**src/rtl/baud_gen_frac_pkg.sv**
```systemverilog
// baud_pkg: shared constants for the fractional baud tick generator.
//   - default widths, oversample ratio and post-reset divisor
//   - standard divisor presets for a 50 MHz system clock
//   - clog2 helper used to size the oversample phase counter
package baud_pkg;

  localparam int unsigned BAUD_DIV_W    = 16;
  localparam int unsigned BAUD_FRAC_W   = 4;
  localparam int unsigned BAUD_OVS      = 16;
  localparam int unsigned BAUD_DEF_DIV  = 326;  // 9600 baud x16 at 50 MHz, integer only
  localparam int unsigned BAUD_DEF_FRAC = 0;

  typedef struct packed {
    logic [15:0] div_int;
    logic [3:0]  div_frac;
  } baud_preset_t;

  // 50e6 / (baud * 16) = div_int + div_frac/16
  localparam baud_preset_t BAUD_9600_50M   = '{div_int: 16'd325, div_frac: 4'd8};
  localparam baud_preset_t BAUD_115200_50M = '{div_int: 16'd27,  div_frac: 4'd2};

  function automatic int unsigned clog2(input int unsigned v);
    int unsigned r;
    r = 0;
    for (int unsigned p = 1; p < v; p = p << 1) r++;
    return r;
  endfunction

endpackage

```
**src/rtl/baud_gen_frac_if.sv**
```systemverilog
// baud_gen_frac_if: control and tick bundle of one baud generator channel.
//   master: drives enable, sync_clr, div_load, div_int, div_frac
//   slave : drives os_tick, mid_tick, bit_tick, os_phase, cfg_err
interface baud_gen_frac_if
  import baud_pkg::*;
#(
  parameter int unsigned DIV_W  = BAUD_DIV_W,
  parameter int unsigned FRAC_W = BAUD_FRAC_W,
  parameter int unsigned OVS    = BAUD_OVS
);
  localparam int unsigned PH_W = clog2(OVS);

  logic              enable;
  logic              sync_clr;
  logic              div_load;
  logic [DIV_W-1:0]  div_int;
  logic [FRAC_W-1:0] div_frac;
  logic              os_tick;
  logic              mid_tick;
  logic              bit_tick;
  logic [PH_W-1:0]   os_phase;
  logic              cfg_err;

  modport master (
    output enable, sync_clr, div_load, div_int, div_frac,
    input  os_tick, mid_tick, bit_tick, os_phase, cfg_err
  );

  modport slave (
    input  enable, sync_clr, div_load, div_int, div_frac,
    output os_tick, mid_tick, bit_tick, os_phase, cfg_err
  );

endinterface

```
**src/rtl/baud_gen_frac_accum.sv**
```systemverilog
// frac_accum: fractional phase accumulator of the baud generator.
//   clk, reset_n : clock, async active-low reset
//   clr_i        : clear accumulator (priority over advance)
//   adv_i        : add frac_i at a period boundary
//   frac_i       : active fractional divisor
//   carry_o      : carry-out of acc + frac_i; lengthens the current period by one
module frac_accum #(
  parameter int unsigned FRAC_W = 4
) (
  input  logic              clk,
  input  logic              reset_n,
  input  logic              clr_i,
  input  logic              adv_i,
  input  logic [FRAC_W-1:0] frac_i,
  output logic              carry_o
);
  logic [FRAC_W-1:0] acc_q, acc_d;
  logic [FRAC_W:0]   sum;

  always_comb begin
    sum     = {1'b0, acc_q} + {1'b0, frac_i};
    carry_o = sum[FRAC_W];
    acc_d   = acc_q;
    if (clr_i)      acc_d = '0;
    else if (adv_i) acc_d = sum[FRAC_W-1:0];
  end

  always_ff @(posedge clk or negedge reset_n) begin
    if (!reset_n) acc_q <= '0;
    else          acc_q <= acc_d;
  end

endmodule

```
**src/rtl/baud_gen_frac.sv**
```systemverilog
// baud_gen_frac: fractional-divisor oversample / mid-bit / bit tick generator.
//   clk      : system clock
//   reset_n  : asynchronous active-low reset
//   bus      : slave side of baud_gen_frac_if
//              in : enable, sync_clr, div_load, div_int, div_frac
//              out: os_tick, mid_tick, bit_tick (registered one-cycle pulses),
//                   os_phase (os_ticks since bit boundary), cfg_err (sticky)
// Period length is div_int + carry, where carry comes from the fractional
// accumulator, giving an average period of div_int + div_frac/2^FRAC_W.
module baud_gen_frac
  import baud_pkg::*;
#(
  parameter int unsigned DIV_W    = BAUD_DIV_W,
  parameter int unsigned FRAC_W   = BAUD_FRAC_W,
  parameter int unsigned OVS      = BAUD_OVS,
  parameter int unsigned DEF_DIV  = BAUD_DEF_DIV,
  parameter int unsigned DEF_FRAC = BAUD_DEF_FRAC
) (
  input logic            clk,
  input logic            reset_n,
  baud_gen_frac_if.slave bus
);
  localparam int unsigned PH_W  = clog2(OVS);
  localparam int unsigned CNT_W = DIV_W + 1;

  logic [DIV_W-1:0]  div_int_q, div_int_d, shd_int_q, shd_int_d;
  logic [FRAC_W-1:0] div_frac_q, div_frac_d, shd_frac_q, shd_frac_d;
  logic              pend_q, pend_d;
  logic [CNT_W-1:0]  cnt_q, cnt_d;
  logic [PH_W-1:0]   phase_q, phase_d;
  logic              os_q, os_d, mid_q, mid_d, bit_q, bit_d;
  logic              err_q, err_d;

  logic              carry;
  logic              ld_bad;
  logic [DIV_W-1:0]  ld_int;
  logic [CNT_W-1:0]  end_val;
  logic              period_end;
  logic              load_now;
  logic              acc_clr;

  frac_accum #(.FRAC_W(FRAC_W)) u_accum (
    .clk     (clk),
    .reset_n (reset_n),
    .clr_i   (acc_clr),
    .adv_i   (period_end),
    .frac_i  (div_frac_q),
    .carry_o (carry)
  );

  always_comb begin
    ld_bad     = bus.div_int < DIV_W'(2);
    ld_int     = ld_bad ? DIV_W'(2) : bus.div_int;
    end_val    = {1'b0, div_int_q} + CNT_W'(carry) - CNT_W'(1);
    // sync_clr wins over a coincident period end, suppressing that tick
    period_end = bus.enable && !bus.sync_clr && (cnt_q >= end_val);
    // A load takes effect at once when disabled or clearing; a load landing
    // on a boundary is applied there directly instead of waiting a period.
    load_now   = bus.div_load && (!bus.enable || bus.sync_clr || period_end);
    acc_clr    = bus.sync_clr || (bus.div_load && !bus.enable);
  end

  always_comb begin
    div_int_d  = div_int_q;
    div_frac_d = div_frac_q;
    shd_int_d  = shd_int_q;
    shd_frac_d = shd_frac_q;
    pend_d     = pend_q;
    err_d      = err_q || (bus.div_load && ld_bad);

    if (bus.div_load) begin
      shd_int_d  = ld_int;
      shd_frac_d = bus.div_frac;
    end

    if (load_now) begin
      div_int_d  = ld_int;
      div_frac_d = bus.div_frac;
      pend_d     = 1'b0;
    end else if (bus.div_load) begin
      pend_d = 1'b1;
    end else if (period_end && pend_q) begin
      div_int_d  = shd_int_q;
      div_frac_d = shd_frac_q;
      pend_d     = 1'b0;
    end
  end

  always_comb begin
    cnt_d   = cnt_q;
    phase_d = phase_q;
    os_d    = 1'b0;
    mid_d   = 1'b0;
    bit_d   = 1'b0;

    if (bus.sync_clr) begin
      cnt_d   = '0;
      phase_d = '0;
    end else if (bus.div_load && !bus.enable) begin
      cnt_d = '0;
    end else if (bus.enable) begin
      if (period_end) begin
        cnt_d   = '0;
        os_d    = 1'b1;
        mid_d   = (phase_q == PH_W'(OVS/2 - 1));
        bit_d   = (phase_q == PH_W'(OVS - 1));
        phase_d = phase_q + PH_W'(1);
      end else begin
        cnt_d = cnt_q + CNT_W'(1);
      end
    end
  end

  always_ff @(posedge clk or negedge reset_n) begin
    if (!reset_n) begin
      div_int_q  <= DIV_W'(DEF_DIV);
      div_frac_q <= FRAC_W'(DEF_FRAC);
      shd_int_q  <= DIV_W'(DEF_DIV);
      shd_frac_q <= FRAC_W'(DEF_FRAC);
      pend_q     <= 1'b0;
      cnt_q      <= '0;
      phase_q    <= '0;
      os_q       <= 1'b0;
      mid_q      <= 1'b0;
      bit_q      <= 1'b0;
      err_q      <= 1'b0;
    end else begin
      div_int_q  <= div_int_d;
      div_frac_q <= div_frac_d;
      shd_int_q  <= shd_int_d;
      shd_frac_q <= shd_frac_d;
      pend_q     <= pend_d;
      cnt_q      <= cnt_d;
      phase_q    <= phase_d;
      os_q       <= os_d;
      mid_q      <= mid_d;
      bit_q      <= bit_d;
      err_q      <= err_d;
    end
  end

  assign bus.os_tick  = os_q;
  assign bus.mid_tick = mid_q;
  assign bus.bit_tick = bit_q;
  assign bus.os_phase = phase_q;
  assign bus.cfg_err  = err_q;

endmodule

```
**src/flat_wrapper.sv**
```systemverilog
// flat-port wrapper written by rule: the top's interface ports become plain ports
module baud_gen_frac_flat import baud_pkg::*;
#(
  parameter int unsigned DIV_W    = BAUD_DIV_W,
  parameter int unsigned FRAC_W   = BAUD_FRAC_W,
  parameter int unsigned OVS      = BAUD_OVS,
  parameter int unsigned DEF_DIV  = BAUD_DEF_DIV,
  parameter int unsigned DEF_FRAC = BAUD_DEF_FRAC
)
  (clk, reset_n, bus_enable, bus_sync_clr, bus_div_load, bus_div_int, bus_div_frac, bus_os_tick, bus_mid_tick, bus_bit_tick, bus_os_phase, bus_cfg_err);
  baud_gen_frac_if #(.DIV_W(DIV_W), .FRAC_W(FRAC_W), .OVS(OVS)) bus_i ();
  input logic clk;
  input logic reset_n;
  input wire logic [$bits(bus_i.enable)-1:0] bus_enable;
  input wire logic [$bits(bus_i.sync_clr)-1:0] bus_sync_clr;
  input wire logic [$bits(bus_i.div_load)-1:0] bus_div_load;
  input wire logic [$bits(bus_i.div_int)-1:0] bus_div_int;
  input wire logic [$bits(bus_i.div_frac)-1:0] bus_div_frac;
  output wire logic [$bits(bus_i.os_tick)-1:0] bus_os_tick;
  output wire logic [$bits(bus_i.mid_tick)-1:0] bus_mid_tick;
  output wire logic [$bits(bus_i.bit_tick)-1:0] bus_bit_tick;
  output wire logic [$bits(bus_i.os_phase)-1:0] bus_os_phase;
  output wire logic [$bits(bus_i.cfg_err)-1:0] bus_cfg_err;
  assign bus_i.enable = bus_enable;
  assign bus_i.sync_clr = bus_sync_clr;
  assign bus_i.div_load = bus_div_load;
  assign bus_i.div_int = bus_div_int;
  assign bus_i.div_frac = bus_div_frac;
  assign bus_os_tick = bus_i.os_tick;
  assign bus_mid_tick = bus_i.mid_tick;
  assign bus_bit_tick = bus_i.bit_tick;
  assign bus_os_phase = bus_i.os_phase;
  assign bus_cfg_err = bus_i.cfg_err;
  baud_gen_frac #(.DIV_W(DIV_W), .FRAC_W(FRAC_W), .OVS(OVS), .DEF_DIV(DEF_DIV), .DEF_FRAC(DEF_FRAC)) u_core (.clk(clk), .reset_n(reset_n), .bus(bus_i));
endmodule
```
**config.mk**
```make
export PLATFORM = sky130hd
export DESIGN_NAME = baud_gen_frac_flat
export DESIGN_NICKNAME = d
export VERILOG_FILES = /design/src/rtl/baud_gen_frac_pkg.sv /design/src/rtl/baud_gen_frac_if.sv /design/src/rtl/baud_gen_frac_accum.sv /design/src/rtl/baud_gen_frac.sv /design/src/flat_wrapper.sv
export SDC_FILE = /design/constraint.sdc
export NUM_CORES = 1
export LEC_CHECK = 0
export ABC_AREA = 1
export CAP_MARGIN = 10
export CORE_UTILIZATION = 44
export CTS_CLUSTER_SIZE = 20
export DETAILED_ROUTE_END_ITERATION = 10
export HOLD_SLACK_MARGIN = 0.1
export MAX_ROUTING_LAYER = met4
export SLEW_MARGIN = 30
export SYNTH_ARGS = -nofsm -noshare
export SYNTH_HDL_FRONTEND = slang
export SYNTH_SLANG_ARGS = --single-unit
```
**constraint.sdc**
```tcl
create_clock -name clk -period 10.3 [get_ports clk]
set_input_delay 1.545 -clock clk [delete_from_list [all_inputs] [get_ports clk]]
set_output_delay 1.545 -clock clk [all_outputs]
set_load 0.05 [all_outputs]
```
=== Word level (Yosys, flattened, before mapping) ===
Index checks and enable logic that the tools add are counted.

* Add/sub/neg operators: 5
* Order comparisons: 2
* Eq/ne operators: 4
* Muxes and demuxes: 32
* Reductions and logical operators: 20

{| class="wikitable"
|+ Operators with widths
! cell !! number
|-
| 17-bit 2-to-1 mux || 4
|-
| 16-bit 2-to-1 mux || 4
|-
| 4-bit 2-to-1 mux || 9
|-
| 16-bit by 1-bit adder with 17-bit output || 1
|-
| 17-bit by 1-bit adder with 17-bit output (second input constant) || 1
|-
| 17-bit >= comparator || 1
|-
| 17-bit by 1-bit subtractor with 17-bit output (second input constant) || 1
|-
| 16-bit by 2-bit < comparator with 1-bit output (second input constant) || 1
|-
| 1-bit 2-to-1 mux || 15
|-
| 2-bit nonzero test || 4
|-
| 1-bit logical AND || 6
|-
| 3-bit nonzero test || 2
|-
| 4-bit by 4-bit adder with 5-bit output || 1
|-
| 4-bit by 1-bit adder with 4-bit output (second input constant) || 1
|-
| 4-bit by 3-bit equality test with 1-bit output (second input constant) || 1
|-
| 4-bit equality test (second input constant) || 1
|-
| 1-bit logical OR || 4
|-
| 3-bit AND reduction || 1
|-
| 1-bit zero test || 2
|-
| 2-bit by 1-bit inequality test with 1-bit output (second input constant) || 1
|-
| 2-bit inequality test (second input constant) || 1
|-
| 2-bit AND reduction || 1
|}

* Flip-flop bits (word level): 70
* Input port bits: 25
* Output and inout port bits: 8
* Logic and storage cells: 75

=== Depth between registers and ports, before layout ===
Gate-level depths: netlist of the first run.

* Depth in word-level cells: 9
* Depth in mapped cells: 29
* Gate-level depth less buffers: 28

=== Hierarchy ===
From an unflattened synthesis of the first run, not the netlist that was laid out.

* Cell total of the unflattened synthesis: 565
* Area total of the unflattened synthesis: 4290.4 um^2

{| class="wikitable"
|+ By module, submodules not included
! module !! instances !! cells an instance !! area each (um^2) !! seq. area each (um^2)
|-
| baud_gen_frac || 1 || 530 || 3995.1 || 1661.6
|-
| frac_accum || 1 || 35 || 295.3 || 100.1
|}

=== Worst setup path after synthesis of the first run ===
Ideal clock, no wire load.

* Path type: register to register
* Start: register u_core.u_accum.acc_q[0]
* End: register u_core.div_int_q[11]
* Library setup time: 0.117 ns
* Arrival time: 3.496 ns
* Data required time: 10.183 ns
* Slack: 6.687 ns
* Stages on the path, launching flop included: 25
* Path buffers: 1
* Period minus slack after synthesis: 3.613 ns
* Path through: dfrtp_1 ha_1 inv_1 fa_1 or2_2 nand2_1 a21oi_1 ha_1 ha_1 nand2_1 nor2_1 nand4_1 nor4_2 nand3_1 ha_1 a21o_1 nor2_1 nand2_1 nor2_1 nand3_1 nand2_1 inv_2 buf_2 nand3_1 nand2_1

* Cells in the longest elaborated chain, start to end: 9
* Elaborated cells on any way between the ends: 12
* Classes of those cells: 3 x add/sub; 1 x order compare; 1 x eq/ne; 1 x mux; 6 x reduce/logical

{| class="wikitable"
|+ RTL lines
! element !! RTL line !! text
|-
| from (decl) || baud_gen_frac_accum.sv:17 || <nowiki>logic [FRAC_W-1:0] acc_q, acc_d;</nowiki>
|-
| from (signal assigned) || baud_gen_frac_accum.sv:29 || <nowiki>if (!reset_n) acc_q <= '0;</nowiki>
|-
| from (signal assigned) || baud_gen_frac_accum.sv:30 || <nowiki>else acc_q <= acc_d;</nowiki>
|-
| 4-bit by 4-bit adder with 5-bit output (*) || baud_gen_frac_accum.sv:21 || <nowiki>sum = {1'b0, acc_q} + {1'b0, frac_i};</nowiki>
|-
| 16-bit by 1-bit adder with 17-bit output (*) || baud_gen_frac.sv:54 || <nowiki>end_val = {1'b0, div_int_q} + CNT_W'(carry) - CNT_W'(1);</nowiki>
|-
| 17-bit by 1-bit subtractor with 17-bit output (*) || baud_gen_frac.sv:54 ||
|-
| 17-bit >= comparator (*) || baud_gen_frac.sv:56 || <nowiki>period_end = bus.enable && !bus.sync_clr && (cnt_q >= end_val);</nowiki>
|-
| 1-bit logical AND (*) || baud_gen_frac.sv:56 ||
|-
| 1-bit logical OR || baud_gen_frac.sv:59 || <nowiki>load_now = bus.div_load && (!bus.enable || bus.sync_clr || period_end);</nowiki>
|-
| 1-bit logical AND || baud_gen_frac.sv:59 ||
|-
| 2-bit by 1-bit inequality test with 1-bit output (no source line) or 2-bit nonzero test (tied branches) || - ||
|-
| 2-bit AND reduction (no source line) || - ||
|-
| to (signal assigned) || baud_gen_frac.sv:116 || <nowiki>div_int_q <= DIV_W'(DEF_DIV);</nowiki>
|-
| to (signal assigned) || baud_gen_frac.sv:128 || <nowiki>div_int_q <= div_int_d;</nowiki>
|-
| to (decl) || baud_gen_frac.sv:26 || <nowiki>logic [DIV_W-1:0] div_int_q, div_int_d, shd_int_q, shd_int_d;</nowiki>
|}

Every way passes the cells marked *; elsewhere a longest branch is shown, timed or not.
A chain may end at the register's enable or synchronous reset.

=== Worst setup path after layout of the first run ===
* Start: register u_core.u_accum.acc_q[0]
* End: register u_core.div_int_q[7]

The elaborated chain is that of the path after synthesis.

==> results of run 1 <==
[metrics by stage]
step	util [%]	hold slack [ns]	instance area [sq um]	instances
after floorplan	-	0.442	4110	529
after global placement	50.5	0.456	4490	654
after detailed placement	50.5	0.459	4490	654
after CTS	52.7	0.472	4690	670
after global routing	52.8	0.508	4690	670
final	52.8	0.474	4690	670
[worst paths after layout]
check / from / endpoint / slack [ns] / depth (start not counted)
max: u_core.u_accum.acc_q[0] / u_core.div_int_q[7] / 4.77 / 23
min: u_core.shd_int_q[5] / u_core.shd_int_q[5] / 0.47 / 2
max reg2reg: u_core.u_accum.acc_q[0] / u_core.div_int_q[7] / 4.77 / 23
min reg2reg: u_core.shd_int_q[5] / u_core.shd_int_q[5] / 0.47 / 2
max in group asynchronous: reset_n / u_core.shd_int_q[14] / 8.55 / 2
min in group asynchronous: reset_n / u_core.bus.mid_tick / 1.29 / 2
[per-layer routing]
metal / wire, um / GRT usage (%)
met1: 4470 / 28.8
met2: 3780 / 28.7
met3: 241 / 3.62
met4: 138 / 7.23
met5: 0 / -
[critical path: stages, from the launching register on]
cell     delay [ns]
dfrtp_1        0.39
ha_1           0.21
inv_1          0.07
fa_1           0.18
or2_2          0.12
nand2_1        0.05
a21oi_1        0.12
ha_1           0.22
ha_1           0.20
nand2_1        0.09
nor2_1         0.21
nand4_1        0.21
nor4_2         0.31
nand3_1        0.15
ha_1           0.32
a21o_1         0.18
nor2_1         0.11
nand2_1        0.06
nor2_1         0.13
nand3_1        0.65
nand2_1        0.83
inv_2          0.33
nand3_1        0.20
nand2_1        0.06
[cells in the mapped netlist, types with 2 or more instances]
master	instances	share of area (%)
nand2_1	156	14
inv_1	65	5.9
dfrtp_1	62	38
nand3_1	45	5.5
nor2_1	37	3.4
o21ai_0	29	3.5
ha_1	25	7.6
nand3b_1	12	2.2
xor2_1	11	2.3
a21oi_1	10	1.2
buf_2	10	1.2
dfstp_2	8	5.1
clkbuf_1	6	0.55
xnor2_1	6	1.3
nor3_1	5	0.61
nor3b_1	5	0.91
nor4_1	5	0.76
inv_2	4	0.37
nand4_1	4	0.61
o22ai_1	4	0.61
nor3_2	3	0.73
a21o_1	2	0.37
a31oi_1	2	0.30
nand2_2	2	0.30
nor2_2	2	0.30
o21bai_1	2	0.37
[cells by family (layout without fill, tap and decap cells)]
group	Yosys count	count (layout)	synth area share, %
xor+xnor	17	17	3.62
fa+ha+maj	26	26	8.09
buf+inv	85	118	8.06
flops	70	70	42.8
simple gates	279	279	30.4
compound gates	52	52	6.97
[power breakdown]
part	internal [mW]	switching, mW
clock	0.113	0.113
combinational	0.0475	0.0735
sequential	0.300	0.0178
[sequential cells by signal, indices dropped and copies added (netlist names)]
register              count
u_core.div_frac_q         4
u_core.pend_q             1
u_core.bus.bit_tick       1
u_core.u_accum.acc_q      4
u_core.bus.cfg_err        1
u_core.div_int_q         16
u_core.bus.os_phase       4
u_core.shd_frac_q         4
u_core.bus.mid_tick       1
u_core.shd_int_q         16
u_core.cnt_q             17
u_core.bus.os_tick        1
[final cells by class]
type / count / area [sq um]
Clock buffer: 9 / 124
Clock inverter: 7 / 72.6
Fill cell: 863 / 4200
Inverter: 69 / 259
Multi-Input combinational cell: 374 / 2020
Sequential cell: 70 / 1760
Tap cell: 108 / 135
Timing Repair Buffer: 33 / 324
==> flow_summary.ini, run 1 <==
[outcome]
status = completed

[placement]
gp_congestion = 0.762
dp_hpwl_um = 6140
io_buffers = 32
dp_slack_ns = 4.78

[logic_synthesis]
synth_fp_nets = 580
synthesis.area_sq_um = 4110
synthFlopType = dfrtp_1
synth_cells = 529
ys_types = 33
postSynthAreaPerCell_sq_um = 7.77
ys_warn_count = 0
async_flop_share_pct = 100
ys_ff_latch = 70
yosysSeqAreaShare_pct = 42.8
synth_edf_count = 0

[finish]
layout_common_cells = 156 x nand2_1, 65 x inv_1, 62 x dfrtp_1
layout_commonest_cell = nand2_1
nets = 608
num_antenna_cells = 0
synthToLayoutAreaGrowth_pct = 14.2
drive_above_1_share_pct = 7.47

[sta]
setup_viol = 0
finalSetupTns_ns = 0
worstMarginPinSlew_ns = 0.889
finalMaxSlewViolations = 0
finalCritPeriodShare_pct = 53.6
clock.fmax_mhz = 181
hold_violations = 0
slew_headroom_pct = 40.6
period_needed_ns = 5.53
timing.final.ws_setup_ns = 4.77
fin_worst_skew_ns = 0.00883
rsz0062_at_grt = no

[clock_network]
cts_made_buffers = 9
cts_hold_buf = 0
cts_setup_buffers = 0
cts_sinks = 70
h-tree-depth = 3
cts_resized = 0
cts-root-buf = clkbuf_8
cts_tree = built
clkTransAtPathRegs_ns = 0.08
clock_latency_ns = 0.35
cts_buffer_depth = 2

[setup_path]
required_ns = 10.54
start_kind = flip-flop
path_max_fanout = 22
cp-end-kind = flip-flop
worstPathArrival_ns = 5.77
critPathKind = flip-flop to flip-flop

[grt]
grt_pass1_wl_um = 14900
grt_pass1_vias = 3111
grt_use_total_pct = 20.2
antenna_found_initial = 0
overflow = 0
grt_max_degree = 71

[floorplanning]
die_w_um = 98.7
ios = 33
die-area_sq_um = 9730
core_sq_um = 8890
rows = 34
start_util_pct = 46.2
die_height_um = 98.7

[detailed_routing]
post-route-drc-count = 0
first_pass_iters = 4
drt_iter0_drc = 75
wl_um = 8630
num_vias = 3376
viasPerCell = 5.04
wl_per_cell_um = 12.9
ant_nets = 0

[flow_run]
drv_cap = 0

[pwr]
cellPowerDensity_nw_per_um2 = 141
leakagePower_nw = 2.34
ir_worst_vdd_v = 0.0000889
power_mw = 0.664

[hold_path]
hold_path_class = flip-flop to flip-flop
No activity file was read; power rests on OpenSTA's default activity.
==> run 2, diff against run 1 <==
==> constraint.sdc (replaced) <==
create_clock -name clk -period 5.4 [get_ports clk]
set_input_delay 0.81 -clock clk [delete_from_list [all_inputs] [get_ports clk]]
set_output_delay 0.81 -clock clk [all_outputs]
set_load 0.05 [all_outputs]
==> run 2 against run 1 <==
Net effect:
- clock skew grew 0.0021 ns
- clock power grew 110%
- fmax grew 22%
- non-clock buffer count grew 2
- largest cell class unchanged
- largest power group unchanged
- highest routed layer unchanged
==> flow_summary.ini, run 2 (synthesis gave the netlist of run 1 again) <==
[clock_network]
cts_hold_buf = 0
h-tree-depth = 3
cts_setup_buffers = 0
clock_latency_ns = 0.34
cts-root-buf = clkbuf_8
cts_resized = 0
cts_sinks = 70
cts_buffer_depth = 2
cts_tree = built
cts_made_buffers = 9
clkTransAtPathRegs_ns = 0.08

[detailed_routing]
wl_per_cell_um = 12.7
wl_um = 8530
first_pass_iters = 4
viasPerCell = 4.97
drt_iter0_drc = 133
ant_nets = 0
post-route-drc-count = 0
num_vias = 3343

[floorplanning]
rows = 34
die-area_sq_um = 9730
die_w_um = 98.7
die_height_um = 98.7
ios = 33
start_util_pct = 46.2
core_sq_um = 8890

[finish]
layout_commonest_cell = nand2_1
num_antenna_cells = 0
nets = 610
synthToLayoutAreaGrowth_pct = 15.2
finalInstanceArea_sq_um = 4740
layout_common_cells = 155 x nand2_1, 65 x inv_1, 62 x dfrtp_1
largest_reg_flops = 17
largest_register = u_core.cnt_q
reg_top3 = u_core.cnt_q x17, u_core.div_int_q x16, u_core.shd_int_q x16
drive_above_1_share_pct = 7.80

[sta]
rsz0062_at_grt = no
fin_worst_skew_ns = 0.0109
finalCritPeriodShare_pct = 84.1
slew_headroom_pct = 57.2
period_needed_ns = 4.54
hold_ws_ns = 0.478
setup_viol = 0
worstMarginPinSlew_ns = 0.642
clock.fmax_mhz = 220
finalSetupTns_ns = 0
finalMaxSlewViolations = 0
hold_violations = 0

[setup_path]
path_max_fanout = 21
crit_top_cell = nand2_1
crit_buf_inv = 3
cpMaxStageDelayCell = dfrtp_1
required_ns = 5.68
cp-end-kind = flip-flop
worstPathArrival_ns = 4.82
critPathKind = flip-flop to flip-flop
critPathTopFamily = simple AND/OR/NAND/NOR gates
start_kind = flip-flop
ff2ff_setup_slack_ns = 0.86
slowest_delay_ns = 0.40

[pwr]
seqPwrFrac_pct = 46.5
ir_worst_vdd_v = 0.000123
pwr-share-clk_pct = 35.8
leakagePower_nw = 2.35
power.switching_mw = 0.380
cellPowerDensity_nw_per_um2 = 275
p_comb_share_pct = 17.7
swShare_pct = 29.1
power.internal_mw = 0.924

[grt]
grt_pass1_vias = 3299
grt_use_total_pct = 20.2
overflow = 0
antenna_found_initial = 0
grt_max_degree = 71
grt_pass1_wl_um = 15400

[placement]
gp_congestion = 0.759
io_buffers = 32
place_area_sq_um = 4510
dp_hpwl_um = 6160

[flow_run]
drv_cap = 0

[hold_path]
hold_path_class = flip-flop to flip-flop

[outcome]
status = completed
## run 2: cell types whose count changed in the layout (fill, tap and decap cells not counted), sizes merged
cell / delta
bufinv: +1
clkinv: -1
inv: -2
buf: +2
clkbuf: +2
## run 2: power groups by stage
| stage | registers, mW | clock network [mW] | logic [mW] |
|---|---|---|---|
| 5_1_grt | 0.613 | 0.501 | 0.274 |
| 6_report | 0.606 | 0.467 | 0.231 |
| 3_3_place_gp | 0.615 | 0 | 0.227 |
| 4_1_cts | 0.606 | 0.478 | 0.234 |
| 2_1_floorplan | 0.608 | 0 | 0.164 |
| 3_5_place_dp | 0.616 | 0 | 0.233 |
## run 2: final cells by class
| type | instances | area [sq um] |
|---|---|---|
| fill | 848 | 4160 |
| multi-input combinational | 374 | 2030 |
| sequential | 70 | 1760 |
| timing repair buffer | 35 | 339 |
| inverter | 69 | 259 |
| tap | 108 | 135 |
| clock buffer | 11 | 131 |
| clock inverter | 5 | 83.8 |
## run 2: path summary, 6_finish.rpt
kind,start,to,cells after the start
setup / recovery,u_core.div_frac_q[0],u_core.div_int_q[6],25
hold / removal,u_core.div_int_q[1],u_core.div_int_q[1],2
setup reg to reg,u_core.div_frac_q[0],u_core.div_int_q[6],25
hold reg to reg,u_core.div_int_q[1],u_core.div_int_q[1],2
max in group asynchronous,reset_n,u_core.shd_int_q[7],2
min in group asynchronous,reset_n,u_core.bus.os_tick,2
## run 2: per-layer routing
metal,track usage [%],wire length (um),vias up
li1,-,-,1757
met1,27.8,4500,1516
met2,30.6,3670,57
met3,3.12,214,13
met4,6.89,136,0
met5,-,0,-
## run 2: through the flow
step                      utilization, %  worst slack [ns]  total power [mW]  std cells
after global placement              50.7             0.704             0.842        656
after global routing                53.3             0.185              1.39        672
after floorplan                        -              1.79             0.772        529
after CTS                           53.1             0.596              1.32        672
final                               53.3             0.859              1.30        672
after detailed placement            50.7             0.605             0.849        656
## run 2: worst register-to-register path, cell delays in order, from the launching register on
cell and delay, ns:
dfrtp_1 0.40, ha_1 0.20, inv_1 0.07, fa_1 0.17, or2_2 0.12, nand2_1 0.04
a21oi_1 0.11, ha_1 0.22, ha_1 0.21, nand2_1 0.10, nor2_1 0.18, nand4_1 0.19
nor4_2 0.31, nand3_1 0.15, ha_1 0.32, nand2_1 0.07, nor2_1 0.15, nand2_1 0.08
nor3_1 0.19, nor2_1 0.10, nand3_2 0.22, buf_4 0.23, nand2_1 0.09, inv_2 0.29
nand3_1 0.17, nand2_1 0.09
